--- config.mk ---
export PLATFORM = sky130hd
export DESIGN_NAME = bc
export DESIGN_NICKNAME = d
export VERILOG_FILES = /design/src/rtl/bc.sv
export SDC_FILE = /design/constraint.sdc
export NUM_CORES = 1
export LEC_CHECK = 0
export BUFFER_PORTS_ARGS = -buffer_cell sky130_fd_sc_hd__buf_2
export CORE_AREA = 2 2 39 41
export CTS_CLUSTER_SIZE = 24
export DETAILED_ROUTE_END_ITERATION = 7
export DIE_AREA = 0 0 41 43
export HOLD_SLACK_MARGIN = 0.15
export SYNTH_ARGS = -nofsm -noshare
export SYNTH_HDL_FRONTEND = slang
export SYNTH_SLANG_ARGS = --single-unit
--- constraint.sdc ---
create_clock -name clock -period 1.5 [get_ports clock]
set_input_delay 0.45 -clock clock [delete_from_list [all_inputs] [get_ports clock]]
set_output_delay 0.45 -clock clock [all_outputs]
set_load 0.05 [all_outputs]
--- src/rtl/bc.sv ---
// bc: Moore control FSM that sequences bo through Horner evaluation
// S = (a*x + b)*x + c, with a start/busy/done handshake.
module bc #(
   parameter logic H_ADD = 1'b0,
   parameter logic H_MUL = 1'b1
) (
   input  logic       clock,
   input  logic       reset_n,
   input  logic       start,
   output logic       LX,
   output logic [1:0] M0,
   output logic [1:0] M1,
   output logic [1:0] M2,
   output logic       H,
   output logic       LS,
   output logic       LH,
   output logic       busy,
   output logic       done
);
   typedef enum logic [2:0] {IDLE, LOAD, MUL_A, ADD_B, MUL_X, ADD_C, DONE} state_t;
   state_t state, state_nx;
   always_ff @(posedge clock or negedge reset_n)
      if (!reset_n) state <= IDLE;
      else          state <= state_nx;
   // Outputs depend on state only; unused encodings fall back to IDLE.
   always_comb begin
      state_nx = IDLE;
      LX       = 1'b0;
      M0       = 2'b00;
      M1       = 2'b00;
      M2       = 2'b00;
      H        = H_ADD;
      LS       = 1'b0;
      LH       = 1'b0;
      done     = 1'b0;
      case (state)
         IDLE:  state_nx = start ? LOAD : IDLE;
         LOAD:  begin LX = 1'b1; state_nx = MUL_A; end
         MUL_A: begin H = H_MUL; LH = 1'b1; state_nx = ADD_B; end
         ADD_B: begin M0 = 2'b10; M1 = 2'b11; M2 = 2'b01; LS = 1'b1; state_nx = MUL_X; end
         MUL_X: begin M1 = 2'b10; H = H_MUL; LH = 1'b1; state_nx = ADD_C; end
         ADD_C: begin M0 = 2'b11; M1 = 2'b11; M2 = 2'b01; LS = 1'b1; state_nx = DONE; end
         DONE:  done = 1'b1;
         default: state_nx = IDLE;
      endcase
   end
   assign busy = (state != IDLE);
endmodule
==> run metrics <==
Clock Path Buffers=2; share of cells above drive strength 1=77.3%; Final Cycle Share=113%; Chip Width=41 µm; post-synthesis mux area share=12.6%; Synth area leader=dfrtp_1; drt pass-1 iters=1; fin util=35.4%; wire per inst=8.80 µm; CP max FO=6; number of port buffers=13; die area=1760 µm²; critical path arrival=1.24 ns; H-tree levels=1; post-route ant nets=0; compound-gate portion of the synthesized area=3.02%; post-synthesis net count=29; number of synthesized flops with an enable pin=0; kind of critical path=reg2out; initial antenna violation count=0; status=finished with violations; Async S/R FF share, synth=100%; synth warn=0; Core Area=1380 µm²; cells after synthesis=26; Synth Flop Type=dfrtp_1; met2 WL=270 µm; path category of the worst min-delay check=in2async; critical path endpoint category=primary output; routed length on met1=231 µm; Total GRT Usage=7.55%; worst hold margin=0.542 ns; biggest regs=state: 3 flops; vias=223; DRT Wirelength=528 µm; count leader, synth=buf_4; routability cong.=0.671; Syn-to-layout area delta=96.5%; Core Rows=14; Reg with most FFs=state; dpl ws=-0.0123 ns; WP data required=1.05 ns; failing checks=setup timing; Synth cell types=17; Final Hold Vio Count=0; global-route wire length before repair=876 µm; most frequent cells after synthesis=buf_4 (6), dfrtp_1 (3), and3b_1 (2), mux2i_1 (2); total grt overflow=0; clk_skew=0.00544 ns; fmax=591 MHz; Top Ports=15; Starting DRT DRC Count=0; routed wl met3=26 µm; antenna cells=0; DR top layer=met3; xor/xnor share of the synthesized area=3.52%; critical path startpoint category=register; initial core utilization=18.0%; FF+latch count, synth=3; Inst Count DP=53; fin worst setup slack=-0.193 ns; FILL cells=144; largest family of logic cells by synthesized area=buffers and inverters; nets@finish=48; max reg flops=3; vias per cell=3.72; Max Slew Vio Count=0; time the worst path needs with I/O delays and setup=1.69 ns; FF+latch area=78.8 µm²; post-synthesis average cell area=9.58 µm²; Yosys top cell area share=30.2%; RSZ-0062 raised after global routing=yes; sequential-to-total area share from yosys stat=30.2%; clock sink count=3; top cells by area, synth=dfrtp_1 (30%), buf_4 (18%), mux2i_1 (8.0%); clk_lat worst skew=0.23 ns; DRC Markers=0; final setup fails=11; multi-input logic area=145 µm²; mapped cell area=249 µm²; pin count of the biggest net entering global routing=8; Root Buffer=clkbuf_4; total CTS buffers=3; simple-gate share of the synthesized area=24.6%; Adder-Cell Fraction of Synth Area=0%; Finished Layout Cells=60; clock slew at reported path FFs=0.04 ns; vias in the first global route=223; CTS tree=built; Die H=43 µm; Max Cap Viol=0
==> metal layers <==
metal | track usage [%] | up-vias
met4 | 4.00 | 0
met5 | 0 | -
met3 | 4.71 | 0
met2 | 10.9 | 8
li1 | - | 114
met1 | 8.12 | 101
==> cell usage in the layout, fill, tap and decap left out, types with 2 or more instances in the layout <==
cell type,instances
buf_6,13
and3b_1,2
buf_2,2
buf_4,5
clkbuf_4,3
dfrtp_2,3
==> critical path: stages (launching register included) <==
cell and delay (ns):
dfrtp_2 0.45, or3_4 0.40, buf_8 0.16
==> final timing paths <==
| path | start | to | slack (ns) | cells past startpoint |
|---|---|---|---|---|
| max in group asynchronous | reset_n | state[1] | 0.83 | 2 |
| setup reg to reg | state[2] | state[0] | 0.41 | 4 |
| hold / removal | reset_n | state[2] | 0.54 | 2 |
| setup / recovery | state[2] | busy | -0.19 | 2 |
| hold reg to reg | state[0] | state[0] | 0.63 | 2 |
| min in group clock | start | state[0] | 0.56 | 3 |
==> metrics by stage <==
stage / cell area (µm²) / TNS (ns)
floorplan: 298 / -0.610
global placement: 337 / -0.0376
detailed placement: 337 / -0.0770
CTS: 454 / -1.99
global route: 489 / -2.25
finish: 489 / -1.55
==> timing repair <==
action,in CTS,in global routing
pin swaps,2,3
endpoints found under the hold margin,3,0
hold buffers,1,0
resized for setup,24,7
setup endpoints to repair,11,11
cloned,0,0
setup buffers,1,1
==> cell families after synthesis <==
kind of cell	Yosys count
mux	3
xor+xnor	1
compound gates	1
other cells	1
flops	3
buf+inv	8
simple gates	9
==> area by class of cell <==
type,count,area share (%)
Clock buffer,4,5.37
Multi-Input combinational cell,15,29.7
Sequential cell,3,16.1
Timing Repair Buffer,22,44.8
Tap cell,16,4.09
Power is left out: the tool's default activity adds up to more than one toggle a clock period on the data nets, which glitch-free logic cannot reach.
